[src/rtl/emif_shim_pkg.sv]
// rtl/emif_shim_pkg.sv - shared types, constants and helpers for the EMIF shim command path
package emif_shim_pkg;

  // Default shim geometry; the skid buffer sizes its P_WIDTH from emif_cmd_t.
  localparam int ADDR_W         = 32;
  localparam int ID_W           = 4;
  localparam int MAX_BURST      = 64;
  localparam int BYTES_PER_BEAT = 64;
  localparam int BEAT_SHIFT     = $clog2(BYTES_PER_BEAT);
  localparam int OUT_LEN_W      = $clog2(MAX_BURST) + 1;

  // Sub-burst command word as it lands on the skid data bus.
  typedef struct packed {
    logic                 write;
    logic [ID_W-1:0]      id;
    logic                 last;
    logic [OUT_LEN_W-1:0] len;
    logic [ADDR_W-1:0]    addr;
  } emif_cmd_t;

  // Splitter control states.
  typedef enum logic {
    ST_IDLE  = 1'b0,
    ST_SPLIT = 1'b1
  } split_state_t;

  // Smallest of three unsigned limits; used to pick the sub-burst size.
  function automatic logic [31:0] min3(input logic [31:0] a, input logic [31:0] b,
                                       input logic [31:0] c);
    logic [31:0] m;
    m = (a < b) ? a : b;
    return (m < c) ? m : c;
  endfunction

endpackage

[src/rtl/emif_shim_chunk_calc.sv]
// rtl/emif_shim_chunk_calc.sv - combinational sub-burst size and last flag; EMIF_SHIM_BOUNDARY_SPLIT_EN adds the boundary limit
module emif_shim_chunk_calc
  import emif_shim_pkg::*;
#(
  parameter int P_ADDR_W         = 32,
  parameter int P_LEN_W          = 8,
  parameter int P_MAX_BURST      = 64,
  parameter int P_BYTES_PER_BEAT = 64,
  parameter int P_BOUNDARY       = 4096
) (
  input  logic [P_ADDR_W-1:0] cur_addr,
  input  logic [P_LEN_W:0]    rem,
  output logic [P_LEN_W:0]    chunk,
  output logic                last
);

  localparam int REM_W = P_LEN_W + 1;

  logic [31:0] beats_to_boundary;
  logic        unused_addr;

`ifdef EMIF_SHIM_BOUNDARY_SPLIT_EN
  localparam int SHIFT = $clog2(P_BYTES_PER_BEAT);
  localparam int BND_W = $clog2(P_BOUNDARY);

  // Beats left before the next boundary-aligned address (cur_addr is beat-aligned).
  assign beats_to_boundary = (32'(P_BOUNDARY) - 32'(cur_addr[BND_W-1:0])) >> SHIFT;
`else
  localparam int unused_cfg = P_BOUNDARY + P_BYTES_PER_BEAT;

  // No boundary limit: the term never wins the minimum.
  assign beats_to_boundary = '1;
`endif

  // Only the low address bits matter for the boundary distance.
  assign unused_addr = ^cur_addr;

  assign chunk = REM_W'(min3(32'(rem), 32'(P_MAX_BURST), beats_to_boundary));
  assign last  = (chunk == rem);

endmodule

[src/rtl/emif_shim_burst_split.sv]
// rtl/emif_shim_burst_split.sv - splits beat-based burst commands into sub-bursts of at most P_MAX_BURST beats; EMIF_SHIM_BOUNDARY_SPLIT_EN also splits at P_BOUNDARY
module emif_shim_burst_split
  import emif_shim_pkg::*;
#(
  parameter int P_ADDR_W         = 32,
  parameter int P_LEN_W          = 8,
  parameter int P_MAX_BURST      = 64,
  parameter int P_BYTES_PER_BEAT = 64,
  parameter int P_ID_W           = 4,
  parameter int P_BOUNDARY       = 4096
) (
  input  logic                             clk,
  input  logic                             rst,
  input  logic                             in_valid,
  output logic                             in_ready,
  input  logic [P_ADDR_W-1:0]              in_addr,
  input  logic [P_LEN_W-1:0]               in_len,
  input  logic                             in_write,
  input  logic [P_ID_W-1:0]                in_id,
  output logic                             out_valid,
  input  logic                             out_ready,
  output logic [P_ADDR_W-1:0]              out_addr,
  output logic [$clog2(P_MAX_BURST):0]     out_len,
  output logic                             out_write,
  output logic [P_ID_W-1:0]                out_id,
  output logic                             out_last
);

  localparam int SHIFT  = $clog2(P_BYTES_PER_BEAT);
  localparam int REM_W  = P_LEN_W + 1;
  localparam int OLEN_W = $clog2(P_MAX_BURST) + 1;
  localparam logic [P_ADDR_W-1:0] LOW_MASK = P_ADDR_W'((64'd1 << SHIFT) - 64'd1);

  split_state_t        state;
  logic [P_ADDR_W-1:0] cur_addr;
  logic [REM_W-1:0]    rem;
  logic [REM_W-1:0]    chunk;
  logic                wr;
  logic [P_ID_W-1:0]   id;
  logic                last;
  logic                take;
  logic                accept;

  emif_shim_chunk_calc #(
    .P_ADDR_W        (P_ADDR_W),
    .P_LEN_W         (P_LEN_W),
    .P_MAX_BURST     (P_MAX_BURST),
    .P_BYTES_PER_BEAT(P_BYTES_PER_BEAT),
    .P_BOUNDARY      (P_BOUNDARY)
  ) u_chunk_calc (
    .cur_addr(cur_addr),
    .rem     (rem),
    .chunk   (chunk),
    .last    (last)
  );

  assign out_valid = (state == ST_SPLIT);
  assign take      = out_valid & out_ready;
  // The final sub-burst leaving frees the slot for a new command in the same cycle.
  assign in_ready  = (state == ST_IDLE) | (take & last);
  assign accept    = in_valid & in_ready;

  // Outputs read as zero whenever no sub-burst is offered.
  assign out_addr  = out_valid ? cur_addr : '0;
  assign out_len   = out_valid ? OLEN_W'(chunk - REM_W'(1)) : '0;
  assign out_last  = out_valid & last;
  assign out_write = out_valid & wr;
  assign out_id    = out_valid ? id : '0;

  // Command capture and sub-burst advance; a same-cycle accept overrides the advance.
  always_ff @(posedge clk) begin
    if (rst) begin
      state    <= ST_IDLE;
      cur_addr <= '0;
      rem      <= '0;
      wr       <= 1'b0;
      id       <= '0;
    end else begin
      if (take) begin
        cur_addr <= cur_addr + (P_ADDR_W'(chunk) << SHIFT);
        rem      <= rem - chunk;
        if (last) begin
          state <= ST_IDLE;
        end
      end
      if (accept) begin
        cur_addr <= in_addr & ~LOW_MASK;
        rem      <= REM_W'(in_len) + REM_W'(1);
        wr       <= in_write;
        id       <= in_id;
        state    <= ST_SPLIT;
      end
    end
  end

endmodule

[config.mk]
export PLATFORM = sky130hd
export DESIGN_NAME = emif_shim_burst_split
export DESIGN_NICKNAME = d
export VERILOG_FILES = /design/src/rtl/emif_shim_pkg.sv /design/src/rtl/emif_shim_chunk_calc.sv /design/src/rtl/emif_shim_burst_split.sv
export SDC_FILE = /design/constraint.sdc
export NUM_CORES = 1
export LEC_CHECK = 0
export CAP_MARGIN = 20
export CORE_ASPECT_RATIO = 0.8
export CORE_UTILIZATION = 52
export DETAILED_ROUTE_END_ITERATION = 8
export HOLD_SLACK_MARGIN = 0.02
export PLACE_DENSITY = 0.95
export SYNTH_ARGS = -nofsm -noshare
export SYNTH_HDL_FRONTEND = slang
export SYNTH_SLANG_ARGS = --single-unit
export TNS_END_PERCENT = 5
[constraint.sdc]
create_clock -name clk -period 8.4 [get_ports clk]
set_clock_uncertainty 0.2 [all_clocks]
set_input_delay 1.68 -clock clk [delete_from_list [all_inputs] [get_ports clk]]
set_output_delay 1.68 -clock clk [all_outputs]
set_load 0.01 [all_outputs]
==> results.ini <==
[global_route]
antenna_found_initial = 0
grt_pass1_wl_mm = 13.8
grt_start_max_net_pins = 48
grt_pass1_vias = 3152
grt_overflow = 0
grtUsageTotal_pct = 25.6

[run_status]
status = complete, no violations

[setup_path]
slowest_delay_ns = 0.60
path_class = primary input to output pin
start_kind = primary input
cp.depth = 4
reg2regPathDepth = 12
worstSetupEndpointType = output pin
required_ns = 6.52
crit_fanout = 5
critPathBufInv = 3
cp.arrival_ns = 3.17
slowest_stage = clkdlybuf4s50_1
worst_path_most_repeated_cell = clkdlybuf4s50_1
cp_top_family = buffers and inverters
worstPathCellList = clkdlybuf4s50_1 -> inv_1 -> o21ai_0 -> clkdlybuf4s50_1

[synth]
synth_cells = 430
synth-main-ff-cell = dfxtp_1
ys_seq_elements = 41
synth_area_per_cell_um2 = 7.50
yosys.area_share.adder_pct = 5.63
synth-seq-area-share_pct = 25.5
async_flop_share_pct = 0
synth-simple-area-share_pct = 34.8
synth_top_family_by_area = simple AND/OR/NAND/NOR gates
synth_edf_count = 0
synth_area_um2 = 3220
ys.warnings.count = 0
synth_mux_area_share_pct = 0.621
synth_xor_area_share_pct = 4.89
synth.distinct_cells = 56
synth-compound-area-share_pct = 21.1

[floorplanning]
die_x_um = 90.0
std_cell_rows = 25
die_area_um2 = 6520
fp.dieH_um = 72.4
start_util_pct = 54.3
ios = 96
core_um2 = 5940

[route]
drtIter0Drc = 199
ant_nets = 0
first_pass_iters = 6
vias = 3443
finalWirelength_mm = 8.49
vias_per_cell = 5.99
drc = 0
wl_per_cell_um = 14.8

[cts]
root_buffer = clkbuf_8
numCtsBuffers = 5
post_cts_buffers = 0
cts_tree = done
h-tree-depth = 2
cts_resized = 0
clock_sinks = 41
insertion_delay_ns = 0.30
clkTransAtPathRegs_ns = 0.08
clockBufferDepth = 2
ctsHoldBuffers = 0

[place]
placed_area_um2 = 4020
hpwl_mm = 6.01
place_inst = 567
gp_congestion = 0.871
io_buffers = 83
place_ws_ns = 3.42

[worst_hold_path]
min_path_cells = 2
min_path_type = flip-flop to flip-flop

[final_layout]
final_nets = 556
diodes = 0
area_growth_pct = 28.3
drive_gt1_share_pct = 4.66
finalNonFillerCells = 575
fin_area_um2 = 4140
n_fill_cell = 490
fin_util_pct = 69.6

[timing]
setup_ws_ns = 3.35
slew_headroom_pct = 29.9
rsz0062_at_grt = no
setup_viol = 0
tightestPinTransition_ns = 1.05
fin_crit_sh_pct = 60.2
tns_ns = 0
hold_ws_ns = 0.258
hold_viol_final = 0
post-route-min-period_ns = 5.05
max_freq_ghz = 0.198
drv_slew = 0

[run]
max-cap-violations = 0

[pwr]
ir_drop_mv = 0.0821
power.density_nw_per_um2 = 157
p_total_uw = 650
power_leakage_nw = 1.59

[layer usage]
metal	vias up	wire length (um)	track usage, %
li1	1670	-	-
met1	1612	3680	31.4
met2	150	4040	45.2
met3	11	690	5.66
met4	0	77	8.06
met5	-	0	0
[final cells by class]
type                       instances  area, um^2  share of cell area [%]
multi-input combinational        350        2200                    53.3
timing repair buffer              88         876                    21.2
sequential                        41         821                    19.8
tap                               81         101                    2.45
clock buffer                       5        68.8                    1.66
clock inverter                     2        35.0                   0.847
inverter                           8        30.0                   0.726
[worst reg2reg max path: stages, from the launching register on]
cell	delay, ns
dfxtp_1	0.55
nor3_1	0.08
buf_4	0.19
nand2_1	0.09
inv_1	0.07
ha_1	0.21
fa_1	0.42
and3_1	0.24
o22a_1	0.21
maj3_2	0.34
a31oi_2	0.63
o21ai_0	0.21
a311oi_1	0.29
[synthesized netlist by cell type, types with 3 or more instances]
library cell  count  share of area (%)
or4_1             5                1.2
a21o_1            4               0.93
buf_6             3                1.0
xor2_1            4                1.1
or4b_2            3               0.93
o21ai_0           8                1.2
or3_1             6                1.2
a211oi_1          9                2.1
buf_2             9                1.4
inv_1             6               0.70
xnor2_1          14                3.8
and2_1           36                7.0
clkbuf_1         18                2.1
a21oi_1          25                3.9
nor4_1            6                1.2
dfxtp_1          41                 25
a311oi_1         15                4.1
buf_4             7                1.6
ha_1             12                4.7
nand3_1          18                2.8
a31oi_1           6                1.2
and3_1           11                2.1
nand4_1           9                1.7
and4_1            4                1.1
nor3_1           12                1.9
o31ai_1           9                2.1
nand2_1          53                6.2
nor2_1           40                4.7
[cells in the final DEF (no fill, tap or decap), types with 11 or more instances in the layout]
cell	instances
a21oi_1	25
a311oi_1	15
and2_1	36
and3_1	11
clkdlybuf4s50_1	83
dfxtp_1	41
ha_1	12
nand2_1	53
nand3_1	18
nor2_1	39
nor3_1	12
xnor2_1	14
[path summary, 6_finish.rpt]
path | startpoint | end | slack (ns)
hold / removal | id[1] | id[1] | 0.26
setup / recovery | out_ready | in_ready | 3.35
hold reg to reg | id[1] | id[1] | 0.26
setup reg to reg | rem[7] | cur_addr[18] | 4.59
[cells by family after synthesis]
group,Yosys count
multiplexers,2
AND/OR/NAND/NOR,212
adder cells (fa/ha/maj),14
buffers and inverters,46
flip-flops,41
AO/OA/AOI/OAI,95
other,2
XOR/XNOR,18
[flip-flops by register name, indices dropped and copies added (netlist names)]
register,cells
cur_addr,26
rem,9
id,4
out_valid,1
wr,1
[where the power goes]
| part | switching, mW | internal, mW |
|---|---|---|
| registers | 0.0366 | 0.219 |
| logic | 0.122 | 0.113 |
| clock network | 0.0729 | 0.0865 |
| total | 0.231 | 0.418 |
(Power assumes the default switching activity.)
